<file path="src/rtl/rotate_round_scheduler_if.sv">
// rotate_round_scheduler_if
// Request/result bundle for the two-port rotate scheduler.
// master: host side (request queues + output consumer); slave: the scheduler.
interface rotate_round_scheduler_if;
    logic       req0_valid;
    logic       req0_ready;
    logic [7:0] req0_data;
    logic [2:0] req0_key;
    logic       req0_dec;

    logic       req1_valid;
    logic       req1_ready;
    logic [7:0] req1_data;
    logic [2:0] req1_key;
    logic       req1_dec;

    logic       out_valid;
    logic       out_ready;
    logic [7:0] out_data;
    logic       out_id;
    logic       busy;

    modport master (
        output req0_valid, req0_data, req0_key, req0_dec,
        output req1_valid, req1_data, req1_key, req1_dec,
        output out_ready,
        input  req0_ready, req1_ready,
        input  out_valid, out_data, out_id, busy
    );

    modport slave (
        input  req0_valid, req0_data, req0_key, req0_dec,
        input  req1_valid, req1_data, req1_key, req1_dec,
        input  out_ready,
        output req0_ready, req1_ready,
        output out_valid, out_data, out_id, busy
    );
endinterface

</file>
<file path="src/rtl/rotate_round_scheduler.sv">
// rotate_round_scheduler
// Round-robin arbiter for two requesters feeding one 8-bit rotate stage.
// An accepted byte runs ROUNDS rounds; round n rotates by (key + n) mod 8.
// Optional feature macro: ROTATE_SCHED_DECRYPT_EN -- when defined, reqN_dec
// selects rotate-right; when undefined every job rotates left.
//
// state | meaning
// IDLE  | waiting for a request, arbitrating, ready to accept
// RUN   | applying one rotate round per cycle
// DONE  | result held on the output port until out_ready
module rotate_round_scheduler #(
    parameter int ROUNDS = 4
) (
    input logic                      clk,
    input logic                      rst,
    rotate_round_scheduler_if.slave  bus
);

    typedef enum logic [1:0] {IDLE, RUN, DONE} state_t;

    state_t     r_state;
    state_t     w_state_nxt;

    logic       r_last;
    logic       r_id;
    logic       r_dec;
    logic [2:0] r_key;
    logic [3:0] r_rnd;
    logic [7:0] r_acc;

    logic       w_any;
    logic       w_grant;
    logic       w_accept;
    logic       w_last_round;
    logic       w_sel_dec;
    logic [2:0] w_rk;
    logic [7:0] w_rotl;
    logic [7:0] w_rotr;
    logic [7:0] w_rot;

    // Round-robin grant: on a tie the requester that did not win last goes next.
    always_comb begin
        w_any   = bus.req0_valid | bus.req1_valid;
        w_grant = (bus.req0_valid & bus.req1_valid) ? ~r_last : bus.req1_valid;
`ifdef ROTATE_SCHED_DECRYPT_EN
        w_sel_dec = w_grant ? bus.req1_dec : bus.req0_dec;
`else
        // dec pins stay on the interface but every job is forced to encrypt.
        w_sel_dec = 1'b0 & (w_grant ? bus.req1_dec : bus.req0_dec);
`endif
    end

    // Per-round key and rotation; shifting an 8-bit value by 8 yields zero,
    // so a zero round key passes the byte through unchanged.
    always_comb begin
        w_rk         = r_key + r_rnd[2:0];
        w_rotl       = (r_acc << w_rk) | (r_acc >> (4'd8 - {1'b0, w_rk}));
        w_rotr       = (r_acc >> w_rk) | (r_acc << (4'd8 - {1'b0, w_rk}));
        w_rot        = r_dec ? w_rotr : w_rotl;
        w_last_round = (r_rnd == 4'(ROUNDS - 1));
    end

    // State register; reset drops any job in flight.
    always_ff @(posedge clk or posedge rst) begin
        if (rst) begin
            r_state <= IDLE;
        end else begin
            r_state <= w_state_nxt;
        end
    end

    // Next-state and port outputs; the result is only driven while held in DONE.
    always_comb begin
        w_state_nxt    = r_state;
        w_accept       = 1'b0;
        bus.req0_ready = 1'b0;
        bus.req1_ready = 1'b0;
        bus.out_valid  = 1'b0;
        bus.out_data   = 8'h00;
        bus.out_id     = 1'b0;
        bus.busy       = (r_state != IDLE);
        case (r_state)
            IDLE: begin
                bus.req0_ready = bus.req0_valid & ~w_grant;
                bus.req1_ready = bus.req1_valid & w_grant;
                w_accept       = w_any;
                if (w_any) begin
                    w_state_nxt = RUN;
                end
            end
            RUN: begin
                if (w_last_round) begin
                    w_state_nxt = DONE;
                end
            end
            DONE: begin
                bus.out_valid = 1'b1;
                bus.out_data  = r_acc;
                bus.out_id    = r_id;
                if (bus.out_ready) begin
                    w_state_nxt = IDLE;
                end
            end
            default: begin
                w_state_nxt = IDLE;
            end
        endcase
    end

    // Job datapath: latch the granted request on accept, then rotate each RUN cycle.
    always_ff @(posedge clk or posedge rst) begin
        if (rst) begin
            r_acc  <= 8'h00;
            r_rnd  <= 4'd0;
            r_key  <= 3'd0;
            r_dec  <= 1'b0;
            r_id   <= 1'b0;
            r_last <= 1'b1;
        end else if (w_accept) begin
            r_acc  <= w_grant ? bus.req1_data : bus.req0_data;
            r_key  <= w_grant ? bus.req1_key : bus.req0_key;
            r_dec  <= w_sel_dec;
            r_id   <= w_grant;
            r_last <= w_grant;
            r_rnd  <= 4'd0;
        end else if (r_state == RUN) begin
            r_acc  <= w_rot;
            r_rnd  <= r_rnd + 4'd1;
        end
    end

endmodule

</file>
<file path="src/flat_wrapper.sv">
// flat-port wrapper written by rule: the top's interface ports become plain ports
module rotate_round_scheduler_flat 
#(
    parameter int ROUNDS = 4
)
  (clk, rst, bus_req0_valid, bus_req0_data, bus_req0_key, bus_req0_dec, bus_req1_valid, bus_req1_data, bus_req1_key, bus_req1_dec, bus_out_ready, bus_req0_ready, bus_req1_ready, bus_out_valid, bus_out_data, bus_out_id, bus_busy);
  rotate_round_scheduler_if bus_i ();
  input logic clk;
  input logic rst;
  input wire logic [$bits(bus_i.req0_valid)-1:0] bus_req0_valid;
  input wire logic [$bits(bus_i.req0_data)-1:0] bus_req0_data;
  input wire logic [$bits(bus_i.req0_key)-1:0] bus_req0_key;
  input wire logic [$bits(bus_i.req0_dec)-1:0] bus_req0_dec;
  input wire logic [$bits(bus_i.req1_valid)-1:0] bus_req1_valid;
  input wire logic [$bits(bus_i.req1_data)-1:0] bus_req1_data;
  input wire logic [$bits(bus_i.req1_key)-1:0] bus_req1_key;
  input wire logic [$bits(bus_i.req1_dec)-1:0] bus_req1_dec;
  input wire logic [$bits(bus_i.out_ready)-1:0] bus_out_ready;
  output wire logic [$bits(bus_i.req0_ready)-1:0] bus_req0_ready;
  output wire logic [$bits(bus_i.req1_ready)-1:0] bus_req1_ready;
  output wire logic [$bits(bus_i.out_valid)-1:0] bus_out_valid;
  output wire logic [$bits(bus_i.out_data)-1:0] bus_out_data;
  output wire logic [$bits(bus_i.out_id)-1:0] bus_out_id;
  output wire logic [$bits(bus_i.busy)-1:0] bus_busy;
  assign bus_i.req0_valid = bus_req0_valid;
  assign bus_i.req0_data = bus_req0_data;
  assign bus_i.req0_key = bus_req0_key;
  assign bus_i.req0_dec = bus_req0_dec;
  assign bus_i.req1_valid = bus_req1_valid;
  assign bus_i.req1_data = bus_req1_data;
  assign bus_i.req1_key = bus_req1_key;
  assign bus_i.req1_dec = bus_req1_dec;
  assign bus_i.out_ready = bus_out_ready;
  assign bus_req0_ready = bus_i.req0_ready;
  assign bus_req1_ready = bus_i.req1_ready;
  assign bus_out_valid = bus_i.out_valid;
  assign bus_out_data = bus_i.out_data;
  assign bus_out_id = bus_i.out_id;
  assign bus_busy = bus_i.busy;
  rotate_round_scheduler #(.ROUNDS(ROUNDS)) u_core (.clk(clk), .rst(rst), .bus(bus_i));
endmodule
</file>
<file path="config.mk">
export PLATFORM = sky130hd
export DESIGN_NAME = rotate_round_scheduler_flat
export DESIGN_NICKNAME = d
export VERILOG_FILES = /design/src/rtl/rotate_round_scheduler_if.sv /design/src/rtl/rotate_round_scheduler.sv /design/src/flat_wrapper.sv
export SDC_FILE = /design/constraint.sdc
export NUM_CORES = 1
export LEC_CHECK = 0
export BUFFER_PORTS_ARGS = -buffer_cell sky130_fd_sc_hd__buf_2
export CORE_MARGIN = 5
export CORE_UTILIZATION = 55
export CTS_CLUSTER_DIAMETER = 50
export DETAILED_ROUTE_END_ITERATION = 7
export GPL_TIMING_DRIVEN = 0
export PLACE_DENSITY = 0.94
export SLEW_MARGIN = 5
export SYNTH_ARGS = -nofsm -noshare
export SYNTH_HDL_FRONTEND = slang
export SYNTH_SLANG_ARGS = --single-unit
</file>
<file path="constraint.sdc">
create_clock -name clk -period 5.1 [get_ports clk]
set_clock_uncertainty 0.05 [all_clocks]
set_input_delay 1.02 -clock clk [delete_from_list [all_inputs] [get_ports clk]]
set_output_delay 1.02 -clock clk [all_outputs]
set_load 0.01 [all_outputs]
</file>
==> out/metrics.csv <==
metric,value,unit
outcome,"finished, final reports clean",
setup violators final,0,
clk buf depth,2,
final wirelength,3640,um
most frequent cell after synthesis,mux2i_1,
R2R cell count,8,
LEAKAGE,0.000833,uW
antenna violations before repair,0,
fmax,370,MHz
CP cell instances,nor2b_1 -> clkbuf_1 -> and2_1 -> buf_2,
Yosys reg bits,19,
DRT antenna net count,0,
setup TNS,0,ns
Hold Path End,u_core.r_id$_DFFE_PP0P_,
startpoint types,register,
endpoints failing hold,0,
Yosys top cell by area,dfrtp_1,
Final min period,2.70,ns
Synth top area share,32.7,%
# clock sinks,19,
Worst Path Required,4.03,ns
vias per std cell,5.96,
register area share after synthesis,34.6,%
die width,60.1,um
Pins Over Slew Limit,0,
worst-margin pin slew,0.731,ns
number of remaining DRC errors,0,
critical path peak fanout,10,
synthesis warning total,0,
Slowest cell on crit path,dfrtp_1,
wire length per cell,17.0,um
global route total overflow,0,
largest net degree at the start of global routing,20,
Port Buffers,39,
final worst path period share,53.0,%
Iter 0 DRT Violations,84,
clock root buffer,clkbuf_4,
share of post-route cells with drive strength above 1,34.2,%
critical hold path startpoint,u_core.r_id$_DFFE_PP0P_,
"EDFF count, synth",0,
Netlist Area Pre-Place,1380,um2
"setup slack, reg-to-reg",2.50,ns
Core ar.,2430,um2
TritonCTS Buffers,3,
Clock Pin Slew Worst Setup and Hold Paths,0.12,ns
asr flop ratio synth,100,%
row count,18,
Post-CTS Setup Bufs,0,
RR Startpoint,u_core.r_rnd[0]$_DFFE_PP0P_,
first-pass GRT wire length,5570,um
Syn Nets,173,
router iterations before antenna repair,4,
Synth area leaders,"dfrtp_1, mux2i_1, mux2_2",
hold-critical path depth,1,
Area Overhead vs Synth,18.8,%
HPWL after detailed placement,2750,um
CTS H-tree lvls,1,
Crit path arrival time,1.63,ns
Slew HR,51.2,%
vias in the first global route,1270,
n_diodes,0,
routability cong.,0.945,
Max-cap violations,0,
total global-route track usage,20.7,%
Die Y,60.1,um
synthesized area per cell,9.78,um2
Finished Core Util,67.3,%
Pwr Total,1340,uW
Unique masters post-synth,37,
CP Capture Type,primary output,
Synth Flop Type,dfrtp_1,
CP peak stage delay,0.43,ns
Crit Path Category,register to primary output,
DIE AREA,3610,um2
unrepaired setup endpoints after global routing,no,
synth cell count leaders,"mux2i_1, dfrtp_1, mux2_2",
R2R Path End,u_core.r_acc[7]$_DFFE_PP0P_,
Worst VDD drop,0.465,mV
CTS tree,done,
Vias,1275,
Final Net Count,217,
Mapped Cells,141,
number of hold buffers added after cts,0,
Hold WC Path Type,register to register,
Skew-Pair Late Insertion Delay,0.31,ns
I/O pins,42,
starting density of the core,56.7,%
Power per Cell Area,820,nW/um2
post-cts resize count,0,
state kept, by name (all words and copies together), names as in the netlist:
name            cells
u_core.r_id         1
u_core.r_last       1
u_core.r_acc        8
u_core.r_state      2
u_core.r_key        3
u_core.r_rnd        4
per-stage QoR:
| stage | worst slack (ns) | cells | hold slack [ns] | area, um2 |
|---|---|---|---|---|
| after floorplan | 2.68 | 141 | 0.391 | 1380 |
| after global placement | 2.43 | 210 | 0.405 | 1610 |
| after detailed placement | 2.41 | 210 | 0.423 | 1610 |
| after CTS | 2.41 | 214 | 0.450 | 1640 |
| after global routing | 2.33 | 214 | 0.465 | 1640 |
| final | 2.40 | 214 | 0.448 | 1640 |
power by group:
group	leakage [uW]	switching, uW	internal [uW]	total [uW]
Sequential	0.000232	75.6	234	309
Clock	0.0000150	52.9	30.6	83.4
Combinational	0.000586	477	474	951
Total	0.000833	605	738	1340
area by class of cell:
class                      instances  area (um2)
clock buffer                       4        26.3
sequential                        19         477
timing repair buffer              39         195
buffer                             9        45.0
multi-input combinational        105         827
tap                               30        37.5
fill                             173         795
inverter                           8        30.0
kinds of logic (layout without fill, tap and decap cells):
group | count (synthesis) | count (layout) | synth area share [%]
compound gates | 27 | 27 | 14.0
xor+xnor | 1 | 1 | 1.63
fa+ha+maj | 3 | 3 | 3.27
buf+inv | 17 | 60 | 5.44
flops | 19 | 19 | 34.6
mux | 34 | 34 | 26.2
simple gates | 40 | 40 | 14.9
worst max-delay path by stage:
stage / startpoint / end / slack [ns] / cells after the start
final: u_core.r_state[1]$_DFFE_PP0P_ / bus_out_data[3] / 2.40 / 4
after global routing: bus_req0_valid / bus_req1_ready / 2.33 / 5
after CTS: bus_req0_valid / bus_req1_ready / 2.41 / 5
after detailed placement: bus_req0_valid / bus_req1_ready / 2.41 / 5
after global placement: bus_req0_valid / bus_req1_ready / 2.43 / 5
after floorplan: bus_req0_valid / bus_req1_ready / 2.68 / 3
critical path, delay by kind of cell, from the launching register on:
kind                   cells  cell delay [ns]
AND/OR/NAND/NOR            2             0.39
flip-flops                 1             0.43
buffers and inverters      2             0.49
cells in the final DEF, fill, tap and decap left out, types with 3 or more instances in the layout:
cell / n
buf_2: 42
mux2i_1: 20
dfrtp_1: 18
mux2_2: 13
and2_1: 10
o21ai_0: 9
nand2_1: 9
nor2_1: 8
inv_1: 7
clkbuf_1: 6
a221o_1: 4
nor2b_1: 3
clkbuf_4: 3
routing by layer:
metal / GRT usage (%) / vias to the layer above / share of wire, %
met1: 25.3 / 597 / 39
met4: 11.4 / 0 / 2.9
met5: 0 / - / 0
li1: - / 595 / -
met3: 2.38 / 13 / 7.9
met2: 35.2 / 70 / 51
No activity file was read; power rests on OpenSTA's default activity.
